[config.mk]
export PLATFORM = sky130hd
export DESIGN_NAME = sseg_scan_ctrl
export DESIGN_NICKNAME = d
export VERILOG_FILES = /design/src/rtl/sseg_scan_ctrl.sv
export SDC_FILE = /design/constraint.sdc
export NUM_CORES = 1
export LEC_CHECK = 0
export ABC_AREA = 1
export BUFFER_PORTS_ARGS = -buffer_cell sky130_fd_sc_hd__buf_2
export CORE_MARGIN = 1
export CORE_UTILIZATION = 60
export DETAILED_ROUTE_END_ITERATION = 16
export HOLD_SLACK_MARGIN = 0.03
export PLACE_DENSITY = 0.92
export SYNTH_ARGS = -nofsm -noshare
export SYNTH_HDL_FRONTEND = slang
export SYNTH_SLANG_ARGS = --single-unit
export TNS_END_PERCENT = 20
[constraint.sdc]
create_clock -name clk -period 2.2 [get_ports clk]
set_input_delay 0.11 -clock clk [delete_from_list [all_inputs] [get_ports clk]]
set_output_delay 0.11 -clock clk [all_outputs]
set_load 0.01 [all_outputs]
[src/rtl/sseg_scan_ctrl.sv]
// Four-digit multiplexed hex display scanner with anti-ghost guard blanking and frame-synchronous update.
// Optional leading-zero blanking is enabled by defining SSEG_LZB_EN.
module sseg_scan_ctrl #(
    parameter int DIV   = 100000,
    parameter int GUARD = 1000
) (
    input  logic        clk,
    input  logic        rst,
    input  logic        enable,
    input  logic        load,
    input  logic [15:0] value,
    output logic [3:0]  digit,
    output logic [3:0]  an,
    output logic        frame_tick
);

    localparam int CNT_W = (DIV > 1) ? $clog2(DIV) : 1;
    localparam logic [CNT_W-1:0] CNT_LAST  = CNT_W'(DIV - 1);
    localparam logic [CNT_W-1:0] CNT_GUARD = CNT_W'(GUARD);

    typedef enum logic {
        BLANK = 1'b0,
        SCAN  = 1'b1
    } state_t;

    state_t           state, state_nxt;
    logic [CNT_W-1:0] cnt, cnt_nxt;
    logic [1:0]       idx, idx_nxt;
    logic [15:0]      disp, disp_nxt;
    logic [15:0]      pend, pend_nxt;
    logic             pf, pf_nxt;
    logic             tick_q;
    logic             boundary;
    logic             lit;

    assign boundary = (state == SCAN) && (idx == 2'd3) && (cnt == CNT_LAST);

    always_ff @(posedge clk or posedge rst) begin
        if (rst) begin
            state  <= BLANK;
            cnt    <= '0;
            idx    <= 2'd0;
            disp   <= 16'h0000;
            pend   <= 16'h0000;
            pf     <= 1'b0;
            tick_q <= 1'b0;
        end else begin
            state  <= state_nxt;
            cnt    <= cnt_nxt;
            idx    <= idx_nxt;
            disp   <= disp_nxt;
            pend   <= pend_nxt;
            pf     <= pf_nxt;
            tick_q <= boundary;
        end
    end

    always_comb begin
        state_nxt = state;
        cnt_nxt   = cnt;
        idx_nxt   = idx;
        disp_nxt  = disp;
        pend_nxt  = pend;
        pf_nxt    = pf;

        case (state)
            BLANK: begin
                if (enable) begin
                    state_nxt = SCAN;
                    cnt_nxt   = '0;
                    idx_nxt   = 2'd0;
                end
            end
            SCAN: begin
                if (!enable) begin
                    state_nxt = BLANK;
                    cnt_nxt   = '0;
                    idx_nxt   = 2'd0;
                end else if (cnt == CNT_LAST) begin
                    cnt_nxt = '0;
                    idx_nxt = idx + 2'd1;
                end else begin
                    cnt_nxt = cnt + 1'b1;
                end
            end
            default: begin
                state_nxt = BLANK;
            end
        endcase

        // Display only changes between frames while scanning, so a frame never mixes two values.
        if (boundary) begin
            if (load) begin
                disp_nxt = value;
                pf_nxt   = 1'b0;
            end else if (pf) begin
                disp_nxt = pend;
                pf_nxt   = 1'b0;
            end
        end else if (state == SCAN) begin
            if (load) begin
                pend_nxt = value;
                pf_nxt   = 1'b1;
            end
        end else if (load) begin
            disp_nxt = value;
            pf_nxt   = 1'b0;
        end
    end

`ifdef SSEG_LZB_EN
    always_comb begin
        case (idx)
            2'd0:    lit = 1'b1;
            2'd1:    lit = |disp[15:4];
            2'd2:    lit = |disp[15:8];
            default: lit = |disp[15:12];
        endcase
    end
`else
    assign lit = 1'b1;
`endif

    assign digit      = disp[{idx, 2'b00} +: 4];
    assign an         = ((state == SCAN) && (cnt >= CNT_GUARD) && lit) ? ~(4'b0001 << idx) : 4'b1111;
    assign frame_tick = tick_q && (state == SCAN);

endmodule

## After elaboration in Yosys (flattened, before gate mapping)

Cells that the tools add are included.

| storage, ports and cells | value |
|---|---|
| register bits | 54 |
| output and inout bits | 9 |

| cells by class | value |
|---|---|
| bitwise gates (word level) | 3 |
| add/subtract/negate cells | 2 |
| shift-type cells | 2 |
| reduce and logical (&&, ||, !) cells | 9 |
| muxes and demuxes | 19 |
| equal/unequal tests | 5 |
| magnitude comparators | 1 |

Operator list:

| cell | number |
|---|---|
| 16-bit 2-to-1 mux | 5 |
| 17-bit 2-to-1 mux | 3 |
| 17-bit one-hot mux with 2 select lines | 1 |
| 17-bit by 1-bit adder with 17-bit output, second input constant | 1 |
| 17-bit == test, second input constant | 1 |
| 17-bit by 10-bit greater-or-equal comparator with 1-bit output, second input constant | 1 |
| 16-bit by 5-bit indexed part select with 4-bit output | 1 |
| 2-bit 2-to-1 mux | 3 |
| 3-bit AND reduction | 2 |
| 1-bit 2-to-1 mux | 5 |
| 1-bit logical AND | 4 |
| 4-bit 2-to-1 mux | 1 |
| 4-bit NOT | 1 |
| 2-bit one-hot mux with 2 select lines | 1 |
| 2-bit nonzero test | 2 |
| 1-bit by 2-bit left shift with 4-bit output, first input constant | 1 |
| 3-bit by 2-bit != test with 1-bit output, second input constant | 1 |
| 2-bit by 1-bit adder with 2-bit output, second input constant | 1 |
| 2-bit == test, second input constant | 1 |
| 2-bit by 1-bit != test with 1-bit output, second input constant | 1 |
| 2-bit != test, second input constant | 1 |
| 1-bit NOT | 2 |
| 2-bit AND reduction | 1 |

## Depth between registers and ports, before layout

Gate-level depths: netlist (run 1).

| logic depth | value |
|---|---|
| word-level depth | 5 |
| mapped depth | 11 |

## Worst setup path before layout (run 1)

OpenSTA, ideal clock, no wires.

| timing path | value |
|---|---|
| path kind | register -> register |
| start | register cnt[0] |
| end | register disp[0] |
| period minus slack after synthesis | 1.608 ns |
| setup slack | 0.592 ns |
| path buffers | 1 |
| arrival | 1.492 ns |
| cell stages (with the launch flop) | 12 |
| data required time | 2.084 ns |
| cells stage by stage | dfrtp_1 -> ha_1 -> nand2_1 -> nor2_4 -> nand3_2 -> nor2_4 -> nand3_4 -> buf_6 -> nand2_1 -> nand2_1 -> nand2_1 -> nand2_1 |

| between the ends | value |
|---|---|
| cells in the longest elaborated chain, start to end | 4 |

RTL lines:

| what | line | source |
|---|---|---|
| start, declared | 27 | `logic [CNT_W-1:0] cnt, cnt_nxt;` |
| start signal, assigned | 49 | `cnt <= cnt_nxt;` |
| 17-bit == test * | 36 | `assign boundary = (state == SCAN) && (idx == 2'd3) && (cnt == CNT_LAST);` |
| 1-bit logical AND * | 36 |  |
| 2-bit by 1-bit != test with 1-bit output (no source line) or 2-bit nonzero test (tied branches) | n/a |  |
| 3-bit AND reduction (no source line) | n/a |  |
| end signal, assigned | 51 | `disp <= disp_nxt;` |
| end, declared | 29 | `logic [15:0] disp, disp_nxt;` |

Every way passes the cells marked *; elsewhere a longest branch is shown, timed or not.
A chain may end at the register's enable or synchronous reset.

## Worst setup path in the final report (run 1)

| timing path | value |
|---|---|
| start | register cnt[8] |
| end | output an[3] |

| between the ends | value |
|---|---|
| cells in the longest elaborated chain, start to end | 3 |

RTL lines:

| what | line | source |
|---|---|---|
| 17-bit by 10-bit greater-or-equal comparator with 1-bit output | 125 | `assign an = ((state == SCAN) && (cnt >= CNT_GUARD) && lit) ? ~(4'b0001 << idx) : 4'b1111;` |
| 1-bit logical AND | 125 |  |
| 4-bit 2-to-1 mux | 125 |  |
| end, declared | 13 | `output logic [3:0] an,` |

No other way between the ends.

==> results by stage, run 1 <==
Synth:
- The netlist area before placement is 3210 um^2.
- The mean instance size in the synthesized netlist is 7.20 um^2.
- The flop and latch count out of synthesis is 54.
- The part of the Yosys area used for sequential elements is 42.1%.
- Summed over all instances, the cell type with the most area after synthesis is dfrtp_1.
- The share of cell area taken by muxes after synthesis is 0%.
- The count of different cell masters after synthesis is 32.
- The share of the synthesized netlist area taken by xor and xnor gates is between 1.5 and 2%.
- The simple-gate share of the synthesized area is 34.2%.
- By area, the combinational part of the netlist is dominated by simple AND/OR/NAND/NOR gates.
- The share of synthesized area in the top cell type comes to 42.1%.
- The area share of fa/ha/maj cells after synthesis is 2.34%.
- The synthesized netlist net count is about 470.
- The number of standard cells after synthesis is 446.
- The number of warnings printed during yosys synthesis is 0.
- By area the synthesized netlist is led by dfrtp_1 42%, nand2_1 20%, o21ai_0 5.3%, inv_1 4.3%, nor2_1 3.6%.
- The synthesized netlist devotes 11.2% of its cell area to compound gates.

Critical path:
- The worst-path cell with the longest stage delay is dfrtp_1.
- Data on the critical path is required at its endpoint by 2.09 ns.
- Counting cells, the worst reg-to-reg path comes to 7.
- The capturing element type of the critical path is an output pin.
- For this run, the slowest stage of the critical path takes around 0.42 ns.
- By startpoint and endpoint, the worst setup path is classified as register to output pin.
- The type of element launching the critical path is a register.
- Counting stages on the worst path, the most repeated cell is nand2_1.
- The highest fanout seen on the critical path is 4.
- The critical path goes through nand2_1, or3_1, o21ai_1, nand2_1, buf_2.
- At the worst endpoint, the arrival time is 1.87 ns.

Floorplan:
- The die is 75.2 um tall.
- The floorplan die area is 5650 um^2.
- 29 I/O pins were placed.
- The site row count is 26.
- The standard cell core area is ~5000 um^2.
- The width of the die is approximately 75 um.
- For this configuration, the core starts out at a cell density of 62.5%.

Clocking:
- The tree built by TritonCTS fans out to 54 sinks.
- Clock-pin slew was measured on the worst setup and hold paths at 0.10 ns.
- The buffer count from post-CTS setup fixing is 0.
- The hold-fix buffer count after cts is 2.
- The root buffer cell chosen for the clock tree is clkbuf_8.
- TritonCTS built the clock tree.
- The clock insertion delay at the later pin of the skew report is 0.32 ns.
- The number of buffers inserted during clock tree synthesis is 5.
- The number of gates resized after cts is 0.
- The number of levels in the clock H-tree is 2.
- No sink is reached through more buffers than the 2 on the longest clock path.

Detailed routing:
- Wires add up to 7200 um.
- The post-detailed-route wirelength per cell is between 10 and 15 um.
- The detailed-route vias per instance is 5.44.
- The post-route DRC violation count is 0.
- The overall via count from detail_route is a little under 3000.
- After the first detailed-routing iteration, the DRC count stood at 260.
- The number of iterations in the first detailed-routing pass is 5.
- Once detail routing completed, the nets flagged for antenna violations numbered 0.

STA:
- The shortest period the worst path allows is 1.98 ns.
- Hold timing on the final database bottoms out at a slack of between 0.05 and 0.06 ns.
- The highest achievable clock rate is 506 MHz.
- Setup violations remaining at the end of the flow were counted as 0.
- Setup repair after global routing left no endpoint under its margin.
- The final number of hold-violating endpoints is 0.
- The actual slew at the worst max-slew pin is 0.682 ns.
- The maximum clock skew at final layout is 0.00761 ns.
- The relative slew slack is 54.6%.
- The final sum of negative setup slack is 0 ns.
- The total count of max-transition violations in the final report is 0.
- After layout, the worst setup slack is 0.222 ns.
- The worst path uses 89.9% of the clock period.

Placed design:
- The routability congestion estimate is 0.871.
- Summed over all nets, the half-perimeter wirelength after detailed placement is 5150 um.
- The port buffer count is 28.
- Timing analysis after detailed placement gives a worst setup slack of 0.307 ns.
- Once placement completed, the tool counted placed cells totaling around 540.

GRT:
- The first-pass GRT wire length is 12000 um.
- Entering global routing, the biggest net connects between 50 and 60 pins.
- The number of global-route vias before repair is 2556.
- The initial antenna violation count came to 0.
- Summed over all layers, the global routing overflow is 0.
- The global routing usage summed across all routing layers is 28.1%.

Hold path:
- The worst hold path was traced through 3 stages.
- The worst hold-check path type is input pin to register.

Cells and area:
- The number of nets in the final layout is 502.
- The fill cell total of the finished layout is 429.
- The top cell types in the final layout, fill and taps aside, are 168 x nand2_1, 54 x dfrtp_1, 36 x inv_1, 34 x o21ai_0, 31 x nor2_1.
- The count of antenna diodes in the layout is 0.
- The core occupancy in the finished layout is 68.7%.
- Leaving out fill and tap cells, the most frequent cell in the layout is nand2_1.
- Compared with the post-synthesis result, the final layout area differs by 9.93%.
- The count of cells in the finished layout, fillers not included, comes to approximately 550.
- In the final layout, the share of cells above drive strength 1 is 13.8%.

Pwr:
- The worst IR drop on VDD is 0.000438 V.
- The total power density per cell area is 578 nW/um^2.
- The analysis attributes to cell leakage a power of 1.75 nW.

Job:
- Max-cap violations in this run came to 0.

Run status:
- The run finished with clean final reports.
## layer usage
layer	up-vias	track usage (%)	share of wire, %
met1	1357	42.7	48
met3	9	4.55	6.2
met4	0	8.02	1.2
li1	1498	-	-
met5	-	0	0
met2	112	41.4	44
## final cells by class
type	count	area, um^2	share of cell area [%]
multi-input combinational	330	1590	45.1
sequential	54	1350	38.3
timing repair buffer	40	235	6.66
inverter	45	169	4.78
tap	70	87.6	2.48
clock buffer	5	68.8	1.95
clock inverter	3	25.0	0.709
## report_power, final
part           leakage (nW)  switching (mW)  internal (mW)
combinational          1.01           0.204          0.122
sequential            0.697          0.0541           1.08
clock                0.0447           0.346          0.230
total                  1.75           0.604           1.44
## stage by stage
step           power, mW  instance area, um^2
2_1_floorplan       1.37                 3210
5_1_grt             2.15                 3530
3_5_place_dp        1.48                 3420
3_3_place_gp        1.46                 3420
4_1_cts             2.04                 3530
6_report            2.04                 3530
## sequential cells by signal (all words and copies together) (netlist names)
signal	flops
cnt	17
disp	16
idx	2
pend	16
pf	1
state	1
tick_q	1
## worst paths after layout
check,startpoint,slack (ns),end
min in group asynchronous,rst,0.51,pend[14]
max in group asynchronous,rst,1.23,cnt[8]
hold reg to reg,disp[10],0.49,disp[10]
setup / recovery,cnt[8],0.22,an[3]
setup reg to reg,cnt[0],0.27,pend[11]
hold / removal,value[10],0.06,pend[10]
## cells in the mapped netlist (all sizes together)
| cell type | instances |
|---|---|
| xnor2 | 1 |
| ha | 6 |
| o21ai | 53 |
| o21a | 1 |
| dfrtp | 54 |
| nor2 | 36 |
| or3 | 1 |
| a21oi | 1 |
| nor3 | 2 |
| o211ai | 1 |
| o22ai | 9 |
| nand3 | 20 |
| buf | 9 |
| o21bai | 1 |
| inv | 43 |
| clkinv | 2 |
| nand4 | 18 |
| nor4 | 1 |
| xor2 | 6 |
| nand2 | 170 |
| nand3b | 2 |
| clkbuf | 8 |
| or2 | 1 |
## cell families (layout without fill, tap and decap cells)
family | after synthesis | count (layout)
buffers and inverters | 62 | 93
AOI/OAI and AO/OA | 66 | 66
adders and majority gates | 6 | 6
and+or+nand+nor | 251 | 251
DFF | 54 | 54
xor gates and xnor gates | 7 | 7
## worst max-delay path: cells and delay by family (launching register included)
family,cells,cell delay (ns)
AOI/OAI and AO/OA,1,0.34
buffers and inverters,1,0.16
DFF,1,0.42
and+or+nand+nor,3,0.63
(Power assumes the default switching activity.)
==> run 2: changes to the inputs <==
--- a/config.mk
+++ b/config.mk
@@ -7,11 +7,13 @@
 export LEC_CHECK = 0
 export ABC_AREA = 1
 export BUFFER_PORTS_ARGS = -buffer_cell sky130_fd_sc_hd__buf_2
+export CELL_PAD_IN_SITES_DETAIL_PLACEMENT = 1
+export CELL_PAD_IN_SITES_GLOBAL_PLACEMENT = 2
 export CORE_MARGIN = 1
-export CORE_UTILIZATION = 60
+export CORE_UTILIZATION = 34
 export DETAILED_ROUTE_END_ITERATION = 16
 export HOLD_SLACK_MARGIN = 0.03
-export PLACE_DENSITY = 0.92
+export PLACE_DENSITY = 0.91
 export SYNTH_ARGS = -nofsm -noshare
 export SYNTH_HDL_FRONTEND = slang
 export SYNTH_SLANG_ARGS = --single-unit
==> constraint.sdc (replaced) <==
create_clock -name clk -period 2 [get_ports clk]
set_input_delay 0.1 -clock clk [delete_from_list [all_inputs] [get_ports clk]]
set_output_delay 0.1 -clock clk [all_outputs]
set_load 0.01 [all_outputs]
==> run 2 against run 1 <==
Against the previous run:
- sequential cell count is the same
- non-clock buffer count up 4
- count of clock-buffer cells in the layout did not move
- sequential power rose by 9.6%
- wire length is 24% higher
- via count is 0.50% higher
- hold slack worse by 0.016 ns
- cell count increased by 8.2%
- combinational power grew 17%
- register-to-register slack worse by 0.10 ns
- critical path depth stayed put
- worst setup slack lost 0.12 ns
==> results by stage, run 2 (synthesis gave the netlist of run 1 again) <==
Critical path:
- STA classifies the critical path endpoint as an output pin.
- The worst setup path is launched from a register.
- The highest fanout seen on the critical path is 4 (unchanged).
- The required time reported for the critical path endpoint is 1.90 ns (-0.19 ns).
- The category of the most critical setup path is register to output pin.
- The arrival time at the worst endpoint is 1.80 ns (-0.07 ns).

STA:
- Setup repair after global routing could not meet its margin everywhere.
- The actual slew at the worst max-slew pin is 0.511 ns (-0.171 ns).
- The relative slew slack is 65.9% (+11 points).
- The maximum clock skew at final layout is 0.00995 ns (+0.00233 ns).
- The total count of max-transition violations in the final report is 0 (unchanged).
- The shortest period the worst path allows is 1.90 ns.
- The highest achievable clock rate is approximately 530 MHz.
- The final number of hold-violating endpoints is 0 (unchanged).
- The period utilization is 95.1%.
- The smallest hold slack is 0.0424 ns (-0.0159 ns).
- The number of setup violations in the final report is 0 (unchanged).

Pwr:
- The combinational share of power came to 15.1% (-0.9 points).
- The final total power is 2.53 mW (+24%).
- The leakage dissipation is 1.81 nW (+3.3%).
- The total power density per cell area is 684 nW/um^2 (+18%).
- The worst IR drop on VDD is 0.000271 V (-38%).
- The cell internal power dissipation is 1.84 mW (+28%).
- The proportion of total power due to net switching was 27.3% (-2.3 points).
- The portion of total power attributed to sequential cells is 49.6% (-6.2 points).
- The share of power burned in the clock network came to 35.3% (+7.1 points).
- The switching power summed over all nets is 0.692 mW (+15%).

Placed design:
- The HPWL after detailed placement is 6740 um (+31%).
- The port buffer count was 28 (unchanged).
- The routability congestion estimate was 0.791 (-9.2%).

Clocking:
- The number of buffers inserted during clock tree synthesis is 5 (unchanged).
- The number of clock sinks is 54 (unchanged).
- The clock tree from TritonCTS is built.
- The clock insertion delay at the later pin of the skew report is 0.31 ns (about the same).
- The number of buffers on the longest clock path is 2 (unchanged).
- The number of levels in the clock H-tree was 2 (unchanged).
- The clock slew at the register clock pins of the worst setup and hold paths is 0.11 ns (about the same).
- The tree is rooted in a clkbuf_8.

Run status:
- The run finished with clean final reports.

GRT:
- The initial antenna violation count was 0 (unchanged).
- The first-pass GRT wire length was 15400 um (+29%).
- The maximum number of pins on one net before global-route repair came to 33 (-40%).
- The final global-route overflow total is 0 (unchanged).
- The number of global-route vias before repair is 3042 (+19%).
- The global routing usage summed across all routing layers is 19.5% (-8.5 points).

Detailed routing:
- The overall via count from detail_route was 2991 (+0.50%).
- The number of iterations in the first detailed-routing pass came to 4 (-1).
- The total wire length is 8890 um (+24%).
- The post-route DRC violation count is 0 (unchanged).
- The number of DRC markers after the initial detailed-route iteration is 133 (-49%).
- The detailed-route vias per instance is 5.05 (-7.1%).
- The post-detailed-route wirelength per cell is 15.0 um (+14%).
- The number of nets still failing antenna checks after routing is 0 (unchanged).

Floorplan:
- The standard cell core area is 9200 um^2 (+79%).
- The width of the die is 99.2 um (+32%).
- The floorplan die area is 9840 um^2 (+74%).
- The initial standard-cell utilization of the core came to 34.9% (-28 points).
- The number of top-level pins came to 29 (unchanged).
- The height of the chip is 99.2 um (+32%).
- The site row count is 35 (+35%).

Cells and area:
- The proportion of layout cells with a drive suffix above 1 is 15.0% (+1.1 points).
- In the final layout, the registers with the most flip-flops are cnt x17, disp x16, pend x16.
- The number of flip-flops under the largest register name was 17 (unchanged).
- The core occupancy in the finished layout is 40.2% (-28 points).
- cnt holds more flip-flops than any other register.
- The library cells used most frequently in the layout, excluding fill and tap cells, are 168 x nand2_1, 54 x dfrtp_1, 36 x inv_1, 34 x o21ai_0, 31 x nor2_1.
- The count of antenna diodes in the layout is 0 (unchanged).
- The number of nets in the final layout is 506 (+0.80%).
- The library cell used most frequently in the layout, excluding fill and tap cells, is nand2_1.
- The area growth from synthesis to layout is 15.2%.

Hold path:
- The worst hold-check path type is input pin to register.

Job:
- The reported max-cap violation count is 0 (unchanged).
## run 2: changes by cell type in the layout (fill, tap and decap cells not counted)
cell | before | now
inv_6 | 1 | 0
nor4_2 | 0 | 1
o21ai_4 | 0 | 1
bufinv_16 | 0 | 2
buf_12 | 0 | 2
clkinvlp_4 | 1 | 0
buf_4 | 10 | 12
nor4_1 | 1 | 0
o21ai_1 | 19 | 18
## run 2: repair_timing
item,CTS,global route
hold endpoints to repair,22,0
hold buffers,2,0
pin swaps,0,3
gates cloned,0,0
setup endpoints to repair,4,11
resized for setup,1,2
buffers inserted,0,2
## run 2: per-stage QoR
step	setup slack (ns)	instances	instance area [um^2]	setup TNS, ns
floorplan	0.392	446	3210	0
global placement	0.214	580	3500	0
detailed placement	0.143	580	3500	0
CTS	0.0264	590	3660	0
global route	-0.0224	592	3700	-0.0477
finish	0.0986	592	3700	0
## run 2: final cells by class
class	count	area [um^2]
Timing Repair Buffer	44	290
Multi-Input combinational cell	330	1610
Tap cell	111	139
Sequential cell	54	1350
Inverter	45	169
Clock inverter	3	68.8
Fill cell	1178	5500
Clock buffer	5	68.8
## run 2: per-layer routing
layer  routed length [um]  global-route usage, %  vias to the layer above
li1                     -                      -                     1498
met1                 4690                   29.2                     1441
met2                 3890                   30.3                       45
met3                  243                   2.32                        7
met4                   70                   4.07                        0
met5                    0                      0                        -
## run 2: worst max-delay path, cell delays in order (launching register included)
cell	delay (ns)
dfrtp_1	0.43
nand2_1	0.14
or3_1	0.40
o21ai_4	0.24
nand3_1	0.10
buf_2	0.15
## run 2: final timing paths
path | startpoint | slack (ns) | cells after the start | endpoint
max in group asynchronous | rst | 0.99 | 4 | disp[4]
max reg2reg | cnt[0] | 0.17 | 10 | disp[13]
min in group asynchronous | rst | 0.35 | 3 | cnt[8]
min reg2reg | disp[7] | 0.48 | 2 | disp[7]
max | cnt[8] | 0.1 | 5 | an[1]
min | value[3] | 0.04 | 3 | pend[3]
## run 2: power by group through the flow
stage                     Sequential, mW  Combinational [mW]  Clock (mW)
final                               1.25               0.383       0.893
after global placement              1.27               0.369           0
after floorplan                     1.26               0.252           0
after CTS                           1.25               0.386       0.909
after global routing                1.27               0.441       0.943
after detailed placement            1.28               0.380           0
==> run 3: changes to the inputs <==
--- a/config.mk
+++ b/config.mk
@@ -9,11 +9,12 @@
 export BUFFER_PORTS_ARGS = -buffer_cell sky130_fd_sc_hd__buf_2
 export CELL_PAD_IN_SITES_DETAIL_PLACEMENT = 1
 export CELL_PAD_IN_SITES_GLOBAL_PLACEMENT = 2
-export CORE_MARGIN = 1
+export CORE_MARGIN = 2
 export CORE_UTILIZATION = 34
 export DETAILED_ROUTE_END_ITERATION = 16
 export HOLD_SLACK_MARGIN = 0.03
 export PLACE_DENSITY = 0.91
+export REMOVE_ABC_BUFFERS = 1
 export SYNTH_ARGS = -nofsm -noshare
 export SYNTH_HDL_FRONTEND = slang
 export SYNTH_SLANG_ARGS = --single-unit
==> run 3 against run 2 <==
Against the previous run:
- critical path depth unchanged
- worst setup slack improved by 0.019 ns
- cell area decreased by 1.7%
- clock skew about the same
- sequential share of layout area increased by 0.64 points
- non-clock buffer count increased by 1
- cell count increased by 0.17%
- global-route usage decreased by 0.75 points
- register-to-register slack improved by 0.04 ns
- maximum frequency increased by 0.98%
- sequential power about the same
- via count decreased by 0.97%
- largest cell class unchanged
- highest routed layer unchanged
==> results by stage, run 3 (synthesis gave the netlist of run 1 again) <==
Run status:
- The run finished with clean final reports.

Floorplan:
- The height of the chip is 101 um (+2.0%).
- The standard cell core area is 9200 um^2 (unchanged).
- The initial standard-cell utilization of the core came to 34.9% (unchanged).
- The site row count came to 35 (unchanged).
- The floorplan die area is 10200 um^2 (+4.1%).
- The width of the die is 101 um (+2.0%).
- The number of top-level pins is 29 (unchanged).

Hold path:
- The number of cells on the worst hold path came to 3 (unchanged).
- In this run the worst hold path is classified as input pin to register.

Detailed routing:
- The detailed-route vias per instance is 4.99 (-1.1%).
- The overall via count from detail_route is 2962 (-0.97%).
- The post-detailed-route wirelength per cell was 14.9 um (-0.67%).
- The number of iterations in the first detailed-routing pass is 4 (unchanged).
- The post-route DRC violation count is 0 (unchanged).
- The number of DRC markers after the initial detailed-route iteration is 61 (-54%).
- The total wire length is 8850 um (-0.51%).
- The number of nets still failing antenna checks after routing is 0 (unchanged).

STA:
- The shortest period the worst path allows is 1.88 ns (-0.0185 ns).
- The final sum of negative setup slack was 0 ns (unchanged).
- The smallest hold slack is 0.0398 ns (-0.00259 ns).
- The period utilization is 94.1% (-0.93 points).
- The total count of max-transition violations in the final report was 0 (unchanged).
- The actual slew at the worst max-slew pin is 0.439 ns (-0.0719 ns).
- The number of setup violations in the final report came to 0 (unchanged).
- The final number of hold-violating endpoints was 0 (unchanged).
- Setup repair after global routing could not meet its margin everywhere.
- The relative slew slack is 70.7% (+4.8 points).
- The highest achievable clock rate is 531 MHz (+0.98%).
- The maximum clock skew at final layout is 0.00957 ns (-0.000375 ns).
- The setup slack after layout is 0.117 ns (+0.0185 ns).

Cells and area:
- The number of nets in the final layout is 507 (+0.20%).
- The top cell types in the final layout, fill and taps aside, are 168 x nand2_1, 54 x dfrtp_1, 36 x inv_1, 34 x o21ai_0, 31 x nor2_1.
- The core occupancy in the finished layout came to 39.5% (-0.69 points).
- The count of antenna diodes in the layout came to 0 (unchanged).
- Compared with the post-synthesis result, the final layout area differs by 13.2%.
- The number of flip-flops under the largest register name is 17 (unchanged).
- In the final layout, the registers with the most flip-flops are cnt x17, disp x16, pend x16.
- The most common cell after layout, fill and taps aside is nand2_1.
- The fill cell total of the finished layout is 1191 (+1.1%).
- The register with the most flip-flops in the final layout is cnt.
- The proportion of layout cells with a drive suffix above 1 was 14.9% (-0.031 points).

Clocking:
- TritonCTS built the clock tree.
- CTS placed an instance of clkbuf_8 at the clock tree root.
- The number of buffers inserted during clock tree synthesis is 5 (unchanged).
- The number of clock sinks came to 54 (unchanged).
- The clock insertion delay at the later pin of the skew report is 0.31 ns (about the same).
- The clock slew at the register clock pins of the worst setup and hold paths is 0.10 ns (about the same).
- The buffer count from post-CTS setup fixing is 0 (unchanged).
- The number of buffers on the longest clock path came to 2 (unchanged).
- The number of levels in the clock H-tree came to 2 (unchanged).

Critical path:
- The required time reported for the critical path endpoint came to 1.90 ns (about the same).
- The highest fanout seen on the critical path came to 4 (unchanged).
- The capturing element type of the critical path is an output pin.
- The worst-path cell with the longest stage delay is dfrtp_1.
- Walking the worst path, the cells encountered are nand2_1, or3_1, o21ai_4, nand3_1, buf_2.
- The arrival time at the worst endpoint came to 1.78 ns (-0.02 ns).
- The largest stage delay on the critical path is 0.44 ns (about the same).
- The category of the most critical setup path is register to output pin.
- The type of element launching the critical path is a register.
- The path depth of the worst reg2reg path is 10 (unchanged).

Placed design:
- The routability congestion estimate was 0.868 (+9.8%).
- The port buffer count was 28 (unchanged).
- The worst slack after detailed placement was 0.187 ns (+0.0439 ns).
- The HPWL after detailed placement is 6670 um (-1.0%).

GRT:
- The final global-route overflow total came to 0 (unchanged).
- The global routing usage summed across all routing layers is 18.8% (-0.75 points).
- The first-pass GRT wire length is 15200 um (-1.7%).
- The number of global-route vias before repair is 3132 (+3.0%).
- The initial antenna violation count is 0 (unchanged).
- The maximum number of pins on one net before global-route repair was 33 (unchanged).

Pwr:
- The leakage dissipation is 1.78 nW (-1.4%).
- The worst IR drop on VDD is 0.000311 V (+15%).
- The total power density per cell area was 628 nW/um^2 (-8.2%).

Job:
- The reported max-cap violation count is 0 (unchanged).
[run 3: changes by cell type in the layout (fill, tap and decap cells not counted), sizes merged]
cell | before | now
buf | 42 | 43
bufinv | 2 | 0
clkbuf | 5 | 7
[run 3: metrics by stage]
step                      power (mW)  cell area, um^2  cells
final                           2.28             3630    593
after floorplan                 1.49             3110    429
after detailed placement        1.65             3510    583
after CTS                       2.31             3620    593
after global placement          1.63             3510    583
after global routing            2.42             3630    593
[run 3: power breakdown]
part	switching, mW	internal, mW
Sequential	0.0612	1.19
Clock	0.379	0.281
Combinational	0.231	0.138
[run 3: worst max-delay path, delay by kind of cell, from the launching register on]
family	cells	cell delay, ns
simple gates	3	0.67
flops	1	0.44
compound gates	1	0.20
buf+inv	1	0.16
[run 3: worst paths after layout]
kind	startpoint	end	slack [ns]
max	cnt[8]	an[1]	0.12
min	value[2]	pend[2]	0.04
max reg2reg	cnt[0]	disp[9]	0.21
min reg2reg	disp[5]	disp[5]	0.49
max in group asynchronous	rst	disp[13]	1.06
min in group asynchronous	rst	disp[4]	0.32
[run 3: timing repair]
item                       4_1_cts  5_1_grt
resized for setup                1        2
setup endpoints to repair        4        4
hold endpoints to repair        18        0
hold buffers                     2        0
[run 3: layout make-up]
type | instances | area, um^2 | area share [%]
inverter | 45 | 169 | 4.65
tap | 111 | 139 | 3.82
clock inverter | 1 | 5.00 | 0.138
clock buffer | 7 | 86.3 | 2.38
sequential | 54 | 1350 | 37.2
multi-input combinational | 330 | 1610 | 44.3
timing repair buffer | 45 | 273 | 7.50
[run 3: routing by layer]
metal | GRT usage (%) | up-vias | wire (um)
met3 | 3.11 | 4 | 166
met5 | 0 | - | 0
li1 | - | 1492 | -
met2 | 33.6 | 26 | 4520
met1 | 24.6 | 1440 | 4130
met4 | 2.18 | 0 | 41
